## config.mk

```make
export PLATFORM = sky130hd
export DESIGN_NAME = falu_issue_sequencer
export DESIGN_NICKNAME = d
export VERILOG_FILES = /design/src/rtl/falu_issue_sequencer.sv
export SDC_FILE = /design/constraint.sdc
export NUM_CORES = 1
export LEC_CHECK = 0
export CORE_MARGIN = 1.5
export CORE_UTILIZATION = 47
export DETAILED_ROUTE_END_ITERATION = 8
export GPL_TIMING_DRIVEN = 0
export HOLD_SLACK_MARGIN = 0.15
export PLACE_DENSITY = 0.9
export SLEW_MARGIN = 20
export SYNTH_ARGS = -nofsm -noshare
export SYNTH_HDL_FRONTEND = slang
export SYNTH_SLANG_ARGS = --single-unit
```

## constraint.sdc

```tcl
create_clock -name clk -period 4 [get_ports clk]
set_clock_uncertainty 0.05 [all_clocks]
set_input_delay 1.2 -clock clk [delete_from_list [all_inputs] [get_ports clk]]
set_output_delay 1.2 -clock clk [all_outputs]
set_load 0.005 [all_outputs]
```

## src/rtl/falu_issue_sequencer.sv

```systemverilog
`default_nettype none
// ============================================================================
// Module   : falu_issue_sequencer
// Brief    : Launches multi-cycle FALU ops from decode, stalls decode on FP
//            RAW/WAW and structural hazards, and arbitrates the FP regfile
//            write port against FLW writeback (FLW wins).
// Revision : 1.0  initial release
// ============================================================================
module falu_issue_sequencer #(
    parameter int FALU_LAT = 3,
    parameter int RAW      = 5,
    parameter int DW       = 32
) (
    input  logic           clk,
    input  logic           rst,
    input  logic           id_valid,
    input  logic           id_falu_en,
    input  logic           id_flush,
    input  logic [RAW-1:0] id_rs1,
    input  logic [RAW-1:0] id_rs2,
    input  logic [RAW-1:0] id_rd,
    input  logic           id_frs1_use,
    input  logic           id_frs2_use,
    input  logic           id_frd_write,
    output logic           id_stall,
    output logic           falu_start,
    input  logic [DW-1:0]  falu_result,
    input  logic           mem_fwb_valid,
    output logic           fp_wb_en,
    output logic [RAW-1:0] fp_wb_rd,
    output logic [DW-1:0]  fp_wb_data,
    output logic           busy,
    output logic [15:0]    stall_cnt
);

    localparam logic [1:0] c_IDLE     = 2'd0;
    localparam logic [1:0] c_BUSY     = 2'd1;
    localparam logic [1:0] c_WB_PEND  = 2'd2;
    localparam logic [3:0] c_CNT_INIT = 4'(FALU_LAT - 1);

    logic [1:0]     r_state;
    logic [1:0]     w_state_nxt;
    logic [3:0]     r_cnt;
    logic [RAW-1:0] r_rd_q;
    logic [DW-1:0]  r_res_q;
    logic [15:0]    r_stall_cnt;

    logic           w_busy;
    logic           w_haz;
    logic           w_stall;
    logic           w_issue;
    logic           w_complete;
    logic           w_start;
    logic           w_wb_en;
    logic [DW-1:0]  w_wb_data;

    assign w_busy     = (r_state != c_IDLE);
    assign w_haz      = (id_frs1_use  && (id_rs1 == r_rd_q)) ||
                        (id_frs2_use  && (id_rs2 == r_rd_q)) ||
                        (id_frd_write && (id_rd  == r_rd_q));
    // Any FALU op waits for the single unit; other instructions only wait on a register clash.
    assign w_stall    = id_valid && !id_flush && w_busy && (id_falu_en || w_haz);
    // Reset gating keeps a launch from escaping while the state is being cleared.
    assign w_issue    = id_valid && id_falu_en && !id_flush && !w_stall && !rst;
    assign w_complete = (r_state == c_BUSY) && (r_cnt == 4'd0);

    // Next-state and port-arbitration decisions.
    always_comb begin
        w_state_nxt = r_state;
        w_start     = 1'b0;
        w_wb_en     = 1'b0;
        w_wb_data   = r_res_q;
        case (r_state)
            c_IDLE: begin
                if (w_issue) begin
                    w_start     = 1'b1;
                    w_state_nxt = c_BUSY;
                end
            end
            c_BUSY: begin
                if (r_cnt == 4'd0) begin
                    // Completion cycle: result is live on the FALU bus, bypass it.
                    w_wb_data = falu_result;
                    if (!mem_fwb_valid) begin
                        w_wb_en     = 1'b1;
                        w_state_nxt = c_IDLE;
                    end else begin
                        w_state_nxt = c_WB_PEND;
                    end
                end
            end
            c_WB_PEND: begin
                if (!mem_fwb_valid) begin
                    w_wb_en     = 1'b1;
                    w_state_nxt = c_IDLE;
                end
            end
            default: begin
                w_state_nxt = c_IDLE;
            end
        endcase
    end

    // State register.
    always_ff @(posedge clk) begin
        if (rst) begin
            r_state <= c_IDLE;
        end else begin
            r_state <= w_state_nxt;
        end
    end

    // Latency counter, destination and captured result.
    always_ff @(posedge clk) begin
        if (rst) begin
            r_cnt   <= 4'd0;
            r_rd_q  <= '0;
            r_res_q <= '0;
        end else begin
            if (w_start) begin
                r_rd_q <= id_rd;
                r_cnt  <= c_CNT_INIT;
            end else if ((r_state == c_BUSY) && (r_cnt != 4'd0)) begin
                r_cnt <= r_cnt - 4'd1;
            end
            if (w_complete) begin
                r_res_q <= falu_result;
            end
        end
    end

    // Saturating count of decode stall cycles.
    always_ff @(posedge clk) begin
        if (rst) begin
            r_stall_cnt <= 16'd0;
        end else if (w_stall && (r_stall_cnt != 16'hFFFF)) begin
            r_stall_cnt <= r_stall_cnt + 16'd1;
        end
    end

    assign id_stall   = w_stall;
    assign falu_start = w_start;
    assign fp_wb_en   = w_wb_en && !rst;
    assign fp_wb_rd   = r_rd_q;
    assign fp_wb_data = w_wb_data;
    assign busy       = w_busy;
    assign stall_cnt  = r_stall_cnt;

endmodule
`default_nettype wire
```

# Yosys cells after proc, flatten, opt, wreduce, memory -nomap -nowiden
# Cells that the tools add are included.
[word_totals]
regBits = 59
inputBits = 56
out_inout_bits = 57
wordCells = 58
[op_classes]
add_sub_neg = 2
eq_ne = 9
muxes = 14
n_reduce_logical = 27
[op_table]
columns = ["operator", "count"]
rows = [
  ["32-bit 2-to-1 mux", 2],
  ["16-bit by 1-bit adder with 16-bit output (second input constant)", 1],
  ["16-bit != test (second input constant)", 1],
  ["5-bit == test", 3],
  ["1-bit logical AND", 14],
  ["2-bit 2-to-1 mux", 6],
  ["2-bit case mux with 3 select lines", 1],
  ["4-bit logical NOT", 1],
  ["1-bit 2-to-1 mux", 4],
  ["2-bit != test (second input constant)", 2],
  ["2-bit nonzero test", 2],
  ["4-bit nonzero test", 1],
  ["4-bit by 1-bit subtractor with 4-bit output (second input constant)", 1],
  ["1-bit logical NOT", 3],
  ["1-bit logical OR", 3],
  ["3-bit AND reduction", 1],
  ["2-bit by 1-bit == test with 1-bit output (second input constant)", 1],
  ["2-bit == test (second input constant)", 1],
  ["2-bit logical NOT", 1],
  ["2-bit by 1-bit != test with 1-bit output (second input constant)", 1],
  ["1-bit case mux with 2 select lines", 1],
  ["2-bit OR reduction", 1],
]

# Depth between registers and ports, before layout
# Gate-level depths: netlist of the first run.
[depth]
depth_word = 12
depth_mapped = 9

# Worst setup path after synthesis of the first run
# OpenSTA, ideal clock, no wires.
[synth_timing]
kind = "input-to-output"
start = "input port id_rs2[4]"
end = "output port id_stall"
arrival_ns = 2.056
required_time_ns = 2.750
slack_ns = 0.694
stages = 5
path_buffers = 0
cell_sequence = "xor2_1 -> nor4_1 -> a31o_2 -> o31ai_1 -> inv_1"
[synth_between]
elab_chain_len = 6
[synth_lines]
columns = ["element", "line", "source"]
rows = [
  ["start: declaration", "20", "input logic [RAW-1:0] id_rs2,"],
  ["5-bit == test", "59", "(id_frs2_use && (id_rs2 == r_rd_q)) ||"],
  ["1-bit logical AND", "59", ""],
  ["1-bit logical OR", "58", "assign w_haz = (id_frs1_use && (id_rs1 == r_rd_q)) ||"],
  ["1-bit logical OR", "59", ""],
  ["1-bit logical OR", "62", "assign w_stall = id_valid && !id_flush && w_busy && (id_falu_en || w_haz);"],
  ["1-bit logical AND", "62", ""],
  ["end: declaration", "25", "output logic id_stall,"],
]
# No other way between the ends.

# Worst setup path after layout of the first run
[layout_timing]
start = "input port rst"
end = "output port fp_wb_en"
[layout_between]
elab_chain_len = 2
[layout_lines]
columns = ["element", "line", "source"]
rows = [
  ["start: declaration", "15", "input logic rst,"],
  ["1-bit logical NOT", "143", "assign fp_wb_en = w_wb_en && !rst;"],
  ["1-bit logical AND", "143", ""],
  ["end: declaration", "29", "output logic fp_wb_en,"],
]
# No other way between the ends.

==> flow_metrics.tcl, run 1 <==
set metrics [dict create \
    outcome "completed" \
    p_total_mw 1.34 \
    yosysWarnings 0 \
    fin_tns_setup_ns 0 \
    die_h_um 80.4 \
    ctsHtreeMaxLevel 3 \
    cp_cell_sequence "dlygate4sd2_1, clkbuf_8, nor4b_1, clkdlybuf4s50_1" \
    cp_max_fo 19 \
    core_area_sq_mm 0.00585 \
    relSlewSlack_pct 53.3 \
    grt_pass1_vias 2558 \
    clock_latency_ns 0.33 \
    min_path_cells 2 \
    wl_per_cell_um 15.4 \
    maxCapViolCount 0 \
    hold_viol_final 0 \
    die_area_sq_mm 0.00647 \
    grt_max_degree 20 \
    startpoint_type "input pin" \
    worstHoldEndpoint "stall_cnt[8]" \
    worst_setup_path_end_kind "output port" \
    routed-via-count 2620 \
    die_x_um 80.4 \
    syn_inst 288 \
    antenna_found_initial 0 \
    pin_count 113 \
    firstDrtPassIters 4 \
    synth_top_area_share_pct 41.9 \
    worstSetupPathType "in2out" \
    drt_iter0_drc 138 \
    drive_gt1_share_pct 17.4 \
    r2r_start "stall_cnt[0]" \
    synth_area_sq_mm 0.00282 \
    grt_overflow 0 \
    setup_viol_count_final 0 \
    crit_cells 4 \
    synth_top_area_cell "dfxtp_1" \
    antenna_left 0 \
    r2r-end "stall_cnt[7]" \
    track_usage_pct 23.6 \
    port_buffers 112 \
    p_leak_nw 1.70 \
    crit_buf_inv 3 \
    routed_wl_mm 7.61 \
    required_ns 2.75 \
    ys_async_sr_fraction_pct 0 \
    grt_pass1_wl_mm 11.7 \
    reg2reg_depth 9 \
    rsz0062_at_grt "yes" \
    final_nets 478 \
    cts_buffer_depth 2 \
    min_path_type "reg2reg" \
    netlist_top_cells_area "dfxtp_1 42%, mux2_2 15%, nor2b_1 8.4%, xor2_1 4.0%, o31ai_1 2.4%" \
    ir_worst_vdd_mv 0.234 \
    ys_ff_latch 59 \
    synth.distinct_cells 36 \
    rows 28 \
    root_buffer "clkbuf_8" \
    tightest_slew_ns 0.694 \
    critPathArrivalTime_ns 2.66 \
    synth.yosys.seq_area_share_pct 41.9 \
    synth_flop_cell "dfxtp_1" \
    hold_path_startpoint "stall_cnt[8]" \
    cts_tree "built" \
    min_period_ns 3.91 \
    max_freq_mhz 256 \
    rrSetupSlack_ns 1.52 \
    vias_per_cell 5.29 \
    drc 0 \
    postSynthAreaPerCell_sq_um 9.79 \
    start_util_pct 48.2 \
    crit_family "buffers and inverters" \
    p_per_area_mw_per_mm2 311 \
    final.period_utilization_pct 97.8 \
    area_growth_pct 52.7 \
    dpl.hpwl_mm 5.39 \
    syn_nets 349 \
    gp_congestion 0.828 \
    clk_pin_slew_worst_paths_ns 0.07 \
    cts.sinks 59 \
    synth_edf_count 0 \
    num_antenna_cells 0 \
    cts_buffers 9 \
    maxSlewViolCount 0 \
    cpPeakStageDelay_ns 0.58 \
    cp_slowest_cell "clkdlybuf4s50_1" \
]
## how the worst max path moves through the flow
stage                     slack [ns]       start          to
after floorplan                 0.69   id_rs2[4]    id_stall
after global placement         -0.53         rst    fp_wb_en
after detailed placement       -0.53         rst    fp_wb_en
after CTS                       0.03  id_falu_en  falu_start
after global routing           -0.02  id_falu_en  falu_start
final                           0.09         rst    fp_wb_en
## layer usage
metal	vias to the layer above	track usage, %	routed length (um)
li1	1258	-	-
met1	1238	26.3	3100
met2	115	40.5	3630
met3	9	10.1	802
met4	0	7.41	78
met5	-	0	0
## through the flow
step	cells	utilization (%)	cell area [sq um]	hold WS, ns	worst slack, ns
CTS	489	72.7	4250	0.442	0.0274
floorplan	288	-	2820	0.399	0.694
detailed placement	475	68.9	4030	0.429	-0.531
finish	495	73.6	4300	0.442	0.0890
global route	495	73.6	4300	0.462	-0.0170
global placement	475	68.9	4030	0.407	-0.532
## worst reg2reg max path: cells and delay by family, from the launching register on
family        cells  cell delay, ns
mux               1            0.36
buf+inv           2            0.42
simple gates      5            0.96
flops             1            0.35
fa+ha+maj         1            0.23
## Yosys cell counts, drive strengths merged (2+ instances only)
| cell type | n |
|---|---|
| dfxtp | 59 |
| mux2 | 38 |
| nor2b | 38 |
| nor2 | 16 |
| xor2 | 13 |
| nand3 | 11 |
| a21oi | 9 |
| buf | 9 |
| o31ai | 9 |
| and3 | 8 |
| inv | 8 |
| nor3 | 8 |
| nand2 | 7 |
| clkbuf | 6 |
| mux2i | 6 |
| or4 | 6 |
| ha | 5 |
| nor4 | 5 |
| xnor2 | 5 |
| nand2b | 3 |
| nand4 | 3 |
| nor4b | 3 |
| a211oi | 2 |
| nor3b | 2 |
## power breakdown
group / total (mW) / switching, mW / internal (mW)
Sequential: 0.609 / 0.00664 / 0.603
Clock: 0.518 / 0.222 / 0.296
Combinational: 0.213 / 0.0771 / 0.136
Total: 1.34 / 0.306 / 1.03
## flip-flops by register name (all words and copies together), names as in the netlist
signal     count
r_state        2
fp_wb_rd       5
stall_cnt     16
r_res_q       32
r_cnt          4
## what timing repair did
action	CTS	global route
gates resized for setup	10	5
hold buffers	0	0
setup endpoints to repair	3	3
setup buffers	1	6
pin swaps	3	3
## cell families after synthesis
family,after synthesis,synth area share [%]
multiplexers,44,17.3
adder cells (fa/ha/maj),5,2.22
flip-flops,59,41.9
AO/OA/AOI/OAI,25,5.86
XOR/XNOR,18,5.59
buffers and inverters,23,3.60
AND/OR/NAND/NOR,114,23.5
## final cells by class
| class | count | area (sq um) |
|---|---|---|
| buffer | 14 | 83.8 |
| tap | 75 | 93.8 |
| timing repair buffer | 119 | 1170 |
| fill | 416 | 1550 |
| clock inverter | 3 | 40.0 |
| inverter | 8 | 30.0 |
| sequential | 59 | 1180 |
| multi-input combinational | 206 | 1560 |
| clock buffer | 11 | 141 |
## cell usage in the layout, fill, tap and decap left out, types with 2 or more instances in the layout
cell,instances
a211oi_1,2
a21oi_1,9
and3_1,8
buf_2,5
buf_4,8
clkbuf_1,5
clkbuf_8,11
clkdlybuf4s50_1,109
clkinv_2,2
dfxtp_1,59
ha_1,5
inv_1,8
mux2_2,38
mux2i_1,6
nand2_1,7
nand2b_1,3
nand3_1,11
nand4_1,3
nor2_1,16
nor2b_1,38
nor3_1,7
nor3b_1,2
nor4_1,5
nor4b_1,2
o31ai_1,8
or4_1,6
xnor2_1,5
xor2_1,13
No activity file was read; power rests on OpenSTA's default activity.
==> run 2, diff against run 1 <==
Settings changed: CTS_CLUSTER_SIZE set to 25, TNS_END_PERCENT set to 20.
==> results of run 2 <==
Final layout, timing and power as in run 1 (identical DEF).
==> run 3, diff against run 2 <==
--- a/config.mk
+++ b/config.mk
@@ -6,5 +6,4 @@
 export NUM_CORES = 1
 export LEC_CHECK = 0
-export CORE_MARGIN = 1.5
 export CORE_UTILIZATION = 47
 export CTS_CLUSTER_SIZE = 25
==> constraint.sdc (replaced) <==
create_clock -name clk -period 4 [get_ports clk]
set_clock_uncertainty 0.05 [all_clocks]
set_input_delay 1.2 -clock clk [delete_from_list [all_inputs] [get_ports clk]]
set_output_delay 1.2 -clock clk [all_outputs]
set_load 0.1 [all_outputs]
==> flow_metrics.tcl, run 3 (synthesized netlist as in run 1, its figures left out) <==
set metrics [dict create \
    root_buffer "clkbuf_8" \
    routed_wl_mm 7.44 \
    die_h_um 79.4 \
    rows 27 \
    start_util_pct 50.0 \
    ir_worst_vdd_mv 0.353 \
    final_common_cell "clkdlybuf4s50_1" \
    cts.sinks 59 \
    dpl.hpwl_mm 5.44 \
    final_cells 488 \
    rsz0062_at_grt "yes" \
    placed_cells 472 \
    setup_viol_count_final 2 \
    fin_tns_setup_ns -0.0166 \
    place_area_sq_mm 0.00405 \
    top_usage_layer "met2" \
    final.period_utilization_pct 100 \
    grt_overflow 0 \
    p_total_mw 1.60 \
    fin_worst_hold_slack_ns 0.429 \
    cp_max_fo 5 \
    final_nets 472 \
    post_cts_buffers 0 \
    gp_congestion 0.848 \
    cts_buffers 9 \
    worstSetupPathType "in2out" \
    maxSlewViolCount 0 \
    use_met1_pct 27.7 \
    ctsHtreeMaxLevel 3 \
    reg2reg_depth 9 \
    min_path_type "reg2reg" \
    setup_ws_ns -0.0155 \
    cts_buffer_depth 2 \
    cts_hold_repair.buffers 0 \
    startpoint_type "input pin" \
    p_leak_nw 1.80 \
    die_area_sq_mm 0.00631 \
    tightest_slew_ns 0.978 \
    antenna_found_initial 0 \
    largest_reg_flops 32 \
    core_area_sq_mm 0.00564 \
    drc 0 \
    hold_path_startpoint "r_state[1]" \
    grtUsageMet2_pct 43.2 \
    required_ns 2.75 \
    final_area_sq_mm 0.00426 \
    wl_per_cell_um 15.2 \
    relSlewSlack_pct 34.6 \
    layout_common_cells "76 x clkdlybuf4s50_1, 59 x dfxtp_1, 38 x mux2_2, 38 x nor2b_1, 23 x dlygate4sd2_1" \
    routed-via-count 2567 \
    maxCapViolCount 0 \
    track_usage_pct 25.6 \
    min_path_cells 2 \
    cts_tree "built" \
    hold_viol_final 0 \
    grt_pass1_vias 2648 \
    r2r_start "stall_cnt[0]" \
    grt_pass1_wl_mm 12.2 \
    num_antenna_cells 0 \
    area_growth_pct 51.2 \
    min_period_ns 4.02 \
    antenna_left 0 \
    worstHoldEndpoint "r_state[1]" \
    drt_iter0_drc 150 \
    p_per_area_mw_per_mm2 376 \
    r2r-end "stall_cnt[7]" \
    port_buffers 112 \
    use_met3_pct 12.6 \
    max_freq_mhz 249 \
    clock_latency_ns 0.34 \
    worst_setup_path_end_kind "output port" \
    critPathArrivalTime_ns 2.77 \
    vias_per_cell 5.26 \
    clk_pin_slew_worst_paths_ns 0.07 \
    rrSetupSlack_ns 1.54 \
    drive_gt1_share_pct 19.5 \
    grt_max_degree 11 \
    failed_checks "negative setup slack" \
    die_x_um 79.4 \
    outcome "finished with violations" \
    pin_count 113 \
    firstDrtPassIters 4 \
    largest_register "r_res_q" \
]
run 3: area by class of cell:
class                      count  area [sq um]
sequential                    59          1180
inverter                       8          30.0
tap                           72          90.1
fill                         417          1380
timing repair buffer         112          1080
clock buffer                  12           155
buffer                        15          80.1
multi-input combinational    206          1580
clock inverter                 4          72.6
run 3: how the worst max path moves through the flow:
stage	from	to	slack [ns]	cells past startpoint
2_1_floorplan	rst	fp_wb_en	0.05	3
3_3_place_gp	rst	fp_wb_en	-1.10	5
6_report	id_rs2[1]	id_stall	-0.02	7
5_1_grt	r_cnt[0]	fp_wb_data[21]	-0.14	7
4_1_cts	r_cnt[0]	fp_wb_data[28]	-0.03	7
3_5_place_dp	rst	fp_wb_en	-1.10	5
run 3: worst max-delay path, stage by stage:
cell and delay (ns):
clkdlybuf4s50_1 0.48, xor2_1 0.15, nor4_1 0.07, a31o_2 0.26, o31ai_4 0.32, inv_1 0.09, buf_6 0.19
run 3: what timing repair did:
item	CTS	global route
endpoints found under the setup margin	35	28
pin swaps	1	1
resized for setup	69	12
run 3: power breakdown:
group	total [mW]	internal (mW)	switching [mW]	leakage (nW)
registers	0.609	0.603	0.00676	0.477
logic	0.371	0.119	0.252	1.21
clock network	0.624	0.384	0.240	0.113
total	1.60	1.11	0.499	1.80
run 3: layer usage:
| metal | vias to the layer above | share of wire (%) |
|---|---|---|
| li1 | 1259 | - |
| met1 | 1182 | 39 |
| met2 | 117 | 49 |
| met3 | 9 | 11 |
| met4 | 0 | 1.4 |
| met5 | - | 0 |
run 3: stage by stage:
| step | worst slack [ns] | utilization [%] |
|---|---|---|
| 4_1_cts | -0.0303 | 75.8 |
| 3_3_place_gp | -1.10 | 71.7 |
| 6_report | -0.0155 | 75.6 |
| 5_1_grt | -0.144 | 75.6 |
| 3_5_place_dp | -1.10 | 71.7 |
| 2_1_floorplan | 0.0534 | - |
